<file path="config.mk">
export PLATFORM = sky130hd
export DESIGN_NAME = ls299_sr_flat
export DESIGN_NICKNAME = d
export VERILOG_FILES = /design/src/rtl/ls299_sr_if.sv /design/src/rtl/ls299_sr.sv /design/src/flat_wrapper.sv
export SDC_FILE = /design/constraint.sdc
export NUM_CORES = 1
export LEC_CHECK = 0
export ABC_AREA = 1
export BUFFER_PORTS_ARGS = -buffer_cell sky130_fd_sc_hd__clkbuf_2
export CAP_MARGIN = 10
export CELL_PAD_IN_SITES_DETAIL_PLACEMENT = 1
export CELL_PAD_IN_SITES_GLOBAL_PLACEMENT = 1
export CORE_MARGIN = 5
export CORE_UTILIZATION = 32
export CTS_BUF_LIST = sky130_fd_sc_hd__clkbuf_4
export CTS_CLUSTER_DIAMETER = 40
export DETAILED_ROUTE_END_ITERATION = 8
export PLACE_DENSITY = 0.94
export SYNTH_ARGS = -nofsm -noshare
export SYNTH_HDL_FRONTEND = slang
export SYNTH_SLANG_ARGS = --single-unit
export TNS_END_PERCENT = 100
</file>
<file path="constraint.sdc">
create_clock -name CLK -period 1.7 [get_ports CLK]
set_input_delay 0.085 -clock CLK [delete_from_list [all_inputs] [get_ports CLK]]
set_output_delay 0.085 -clock CLK [all_outputs]
set_load 0.005 [all_outputs]
</file>
<file path="src/rtl/ls299_sr_if.sv">
// ls299_sr_if: bus bundle for the 8-bit universal shift/storage register.
//   master: drives mode (S0/S1), enables (G1_n/G2_n), serial inputs (SR/SL)
//           and parallel data (IO_IN); observes IO_OUT, IO_OE, QA, QH.
//   slave : the register side of the same signals.
interface ls299_sr_if;
    logic       S0;
    logic       S1;
    logic       G1_n;
    logic       G2_n;
    logic       SR;
    logic       SL;
    logic [7:0] IO_IN;
    logic [7:0] IO_OUT;
    logic       IO_OE;
    logic       QA;
    logic       QH;

    modport master (
        output S0, S1, G1_n, G2_n, SR, SL, IO_IN,
        input  IO_OUT, IO_OE, QA, QH
    );

    modport slave (
        input  S0, S1, G1_n, G2_n, SR, SL, IO_IN,
        output IO_OUT, IO_OE, QA, QH
    );
endinterface

</file>
<file path="src/rtl/ls299_sr.sv">
// ls299_sr: 8-bit universal shift/storage register (hold, shift right, shift left, load).
//   CLK   : rising-edge clock for all state changes
//   CLR_n : asynchronous active-low clear of the register
//   bus   : slave side of ls299_sr_if
//           S1S0 = 00 hold, 01 shift right (SR into A), 10 shift left (SL into H), 11 load IO_IN
//           IO_OUT = register, IO_OE = bus-drive enable, QA/QH = serial taps
module ls299_sr (
    input  logic        CLK,
    input  logic        CLR_n,
    ls299_sr_if.slave   bus
);
    logic [7:0] q_q;
    logic [7:0] q_d;
    logic [1:0] mode;

    assign mode = {bus.S1, bus.S0};

    // Bit A is q[0]; shifting right moves data from A toward H.
    always_comb begin
        q_d = (mode == 2'b11) ? bus.IO_IN :
              (mode == 2'b01) ? {q_q[6:0], bus.SR} :
              (mode == 2'b10) ? {bus.SL, q_q[7:1]} : q_q;
    end

    always_ff @(posedge CLK or negedge CLR_n) begin
        if (!CLR_n) q_q <= 8'h00;
        else        q_q <= q_d;
    end

    assign bus.IO_OUT = q_q;
    assign bus.QA     = q_q[0];
    assign bus.QH     = q_q[7];
    // Bus is released during load so the external driver can present IO_IN.
    assign bus.IO_OE  = ~bus.G1_n & ~bus.G2_n & ~(bus.S0 & bus.S1);
endmodule

</file>
<file path="src/flat_wrapper.sv">
// flat-port wrapper written by rule: the top's interface ports become plain ports
module ls299_sr_flat 
  (CLK, CLR_n, bus_S0, bus_S1, bus_G1_n, bus_G2_n, bus_SR, bus_SL, bus_IO_IN, bus_IO_OUT, bus_IO_OE, bus_QA, bus_QH);
  ls299_sr_if bus_i ();
  input  logic CLK;
  input  logic CLR_n;
  input wire logic [$bits(bus_i.S0)-1:0] bus_S0;
  input wire logic [$bits(bus_i.S1)-1:0] bus_S1;
  input wire logic [$bits(bus_i.G1_n)-1:0] bus_G1_n;
  input wire logic [$bits(bus_i.G2_n)-1:0] bus_G2_n;
  input wire logic [$bits(bus_i.SR)-1:0] bus_SR;
  input wire logic [$bits(bus_i.SL)-1:0] bus_SL;
  input wire logic [$bits(bus_i.IO_IN)-1:0] bus_IO_IN;
  output wire logic [$bits(bus_i.IO_OUT)-1:0] bus_IO_OUT;
  output wire logic [$bits(bus_i.IO_OE)-1:0] bus_IO_OE;
  output wire logic [$bits(bus_i.QA)-1:0] bus_QA;
  output wire logic [$bits(bus_i.QH)-1:0] bus_QH;
  assign bus_i.S0 = bus_S0;
  assign bus_i.S1 = bus_S1;
  assign bus_i.G1_n = bus_G1_n;
  assign bus_i.G2_n = bus_G2_n;
  assign bus_i.SR = bus_SR;
  assign bus_i.SL = bus_SL;
  assign bus_i.IO_IN = bus_IO_IN;
  assign bus_IO_OUT = bus_i.IO_OUT;
  assign bus_IO_OE = bus_i.IO_OE;
  assign bus_QA = bus_i.QA;
  assign bus_QH = bus_i.QH;
  ls299_sr u_core (.CLK(CLK), .CLR_n(CLR_n), .bus(bus_i));
endmodule
</file>
==> results.yml <==
placed_design:
  hpwl_um: 1410
  place.gp.congestion: 0.840
  io_buffers: 26
  placed_cells: 113
  dp_slack_ps: 691
clock_tree:
  cts_buffers: 3
  cts_sinks: 8
  max-clock-path-buffers: 2
  cts_setup_buffers: 0
  clk_latency_ps: 260
  clk_pin_slew_worst_paths_ps: 50
  cts_tree: "built"
  cts.htree.levels: 1
  root_buffer: "clkbuf_4"
route:
  drtIter0Drc: 15
  wl_per_cell_um: 14.7
  via_per_inst: 5.22
  remaining_drc_errors: 0
  vias: 611
  wl_um: 1720
  first_pass_iters: 2
  drtAntennaViolNets: 0
power:
  internal-power_mw: 0.365
  share_comb_of_total_power: 0.271
  p_leak_nw: 0.386
  ir_drop_mv: 0.435
  p_total_mw: 0.555
  swShare: 0.341
  switching_power_mw: 0.189
  p_seq_frac: 0.455
  power.density_cell_area_nw_per_um2: 843
  pwr-share-clk: 0.273
floorplan:
  die_h_um: 50.5
  die_w_um: 50.5
  core-area_um2: 1520
  io_pins: 27
  dieArea_um2: 2550
  initial_core_util: 0.344
  num_rows: 14
layout:
  final_nets: 119
  finalNonFillerCells: 117
  largest_reg_flops: 8
  drive_above_1_share: 0.327
  diodes: 0
  syn2layout_area_growth_pct: 25.5
  final_util: 0.432
timing:
  timing.fmax_ghz: 1.04
  tightest_slew_ps: 360
  setup_viol: 0
  layout_min_cycle_time_ps: 963
  slew_headroom: 0.760
  finalSetupTns_ps: 0
  drv_slew: 0
  report.final.hold_viol_count: 0
  finalClockSkew_ps: 0.933
  timing.final.ws_setup_ps: 737
  rsz0062_at_grt: "no"
  finalCritPeriodShare: 0.566
yosys:
  postSynthAreaPerCell_um2: 6.90
  seq_area_frac_synth: 0.382
  synth_cells: 76
  synth.cell_area_um2: 524
  synth-edff-count: 0
  yosysMostFrequentCell: "nand2_1"
  yosysTopAreaCell: "dfrtp_1"
  synth_flop_cell: "dfrtp_1"
  ys_async_sr_fraction: 1.00
  synth_cell_types: 10
  ys_top_cells_by_count: "nand2_1, nand3_1, dfrtp_1, buf_6, inv_2"
  syn_nets: 92
  synth_top_area_frac: 0.382
  ys_ff_latch: 8
  synth_area_leaders: "dfrtp_1, nand3_1, nand2_1, buf_6, buf_4"
  yosysWarningCount: 0
setup_path:
  end_kind: "output pin"
  path_cells: "clkbuf_2 -> inv_2 -> o21ai_0 -> inv_1 -> clkbuf_2"
  critPathArrivalTime_ps: 880
  crit_top_cell: "clkbuf_2"
  r2r-end: "u_core.bus.IO_OUT[1]"
  cp.depth: 5
  crit_family: "buffers and inverters"
  reg2regPathDepth: 4
  r2r_start: "u_core.bus.IO_OUT[0]"
  critical_path.startpoint: "bus_S0"
  critPathMaxFanout: 18
  startpoint_type: "input port"
  timing.critical_path.buf_inv: 4
  ff2ff_setup_slack_ps: 840
  critPathKind: "in -> out"
  critical_path.slowest_cell: "clkbuf_2"
  endpoint: "bus_IO_OE"
  required_ps: 1620
  cpPeakStageDelay_ps: 310
min_path:
  hold-path-cell-count: 5
  hold_path_class: "in -> reg"
global_routing:
  grt_max_degree: 19
  grt_usage: 0.142
  grt_pass1_vias: 605
  grt_pass1_wl_um: 2750
  overflow: 0
  antenna_found_initial: 0
run:
  maxCapViolCount: 0
outcome:
  status: "finished clean"
[power by group through the flow]
| stage | combinational, mW | sequential [mW] | clock [mW] |
|---|---|---|---|
| CTS | 0.153 | 0.253 | 0.157 |
| floorplan | 0.0857 | 0.249 | 0 |
| global route | 0.168 | 0.259 | 0.166 |
| detailed placement | 0.151 | 0.256 | 0 |
| global placement | 0.143 | 0.253 | 0 |
| finish | 0.151 | 0.253 | 0.152 |
[cell usage in the layout (no fill, tap or decap)]
cell type / n
nand2_1: 32
clkbuf_2: 26
nand3_1: 24
dfrtp_1: 8
inv_2: 3
clkbuf_4: 3
nor2_1: 1
o21ai_0: 1
inv_1: 1
nor2_4: 1
dlygate4sd3_1: 1
[worst min-delay path: stages]
cell and delay [ps]:
clkbuf_2 70, nand2_1 40, nand3_1 80, nand2_1 50
nand2_1 50
[layer usage]
layer | GRT usage | up-vias | part of all wire
met5 | 0 | - | 0
met2 | 0.217 | 19 | 0.46
met1 | 0.174 | 286 | 0.43
met4 | 0.106 | 0 | 0.043
met3 | 0.0296 | 7 | 0.057
li1 | - | 299 | -
[timing repair]
action	in CTS	in global routing
endpoints found under the hold margin	8	0
hold buffers	1	0
resized for setup	0	0
[cells by family (layout without fill, tap and decap cells)]
kind of cell	count (synthesis)	after routing	synth area share
AO/OA/AOI/OAI	1	1	0.00954
buffers and inverters	9	34	0.122
flip-flops	8	8	0.382
AND/OR/NAND/NOR	58	58	0.487
[stage by stage]
stage / area [µm²] / hold WS, ps
final: 658 / 161
after global routing: 658 / 172
after CTS: 658 / 153
after detailed placement: 626 / -57.7
after global placement: 626 / -62.4
after floorplan: 524 / -211
[area by class of cell]
cell class / instances / area (µm²)
Fill cell: 213 / 866
Multi-Input combinational cell: 59 / 260
Sequential cell: 8 / 200
Timing Repair Buffer: 27 / 140
Clock buffer: 3 / 22.5
Tap cell: 16 / 20.0
Inverter: 4 / 15.0
[worst min path at each step]
| stage | from | end | slack [ps] |
|---|---|---|---|
| CTS | bus_SL | u_core.bus.IO_OUT[7] | 150 |
| floorplan | CLR_n | u_core.bus.IO_OUT[0] | -210 |
| detailed placement | CLR_n | u_core.bus.IO_OUT[6] | -60 |
| finish | bus_SL | u_core.bus.IO_OUT[7] | 160 |
| global route | bus_SL | u_core.bus.IO_OUT[7] | 170 |
| global placement | CLR_n | u_core.bus.IO_OUT[6] | -60 |
(Power assumes the default switching activity.)
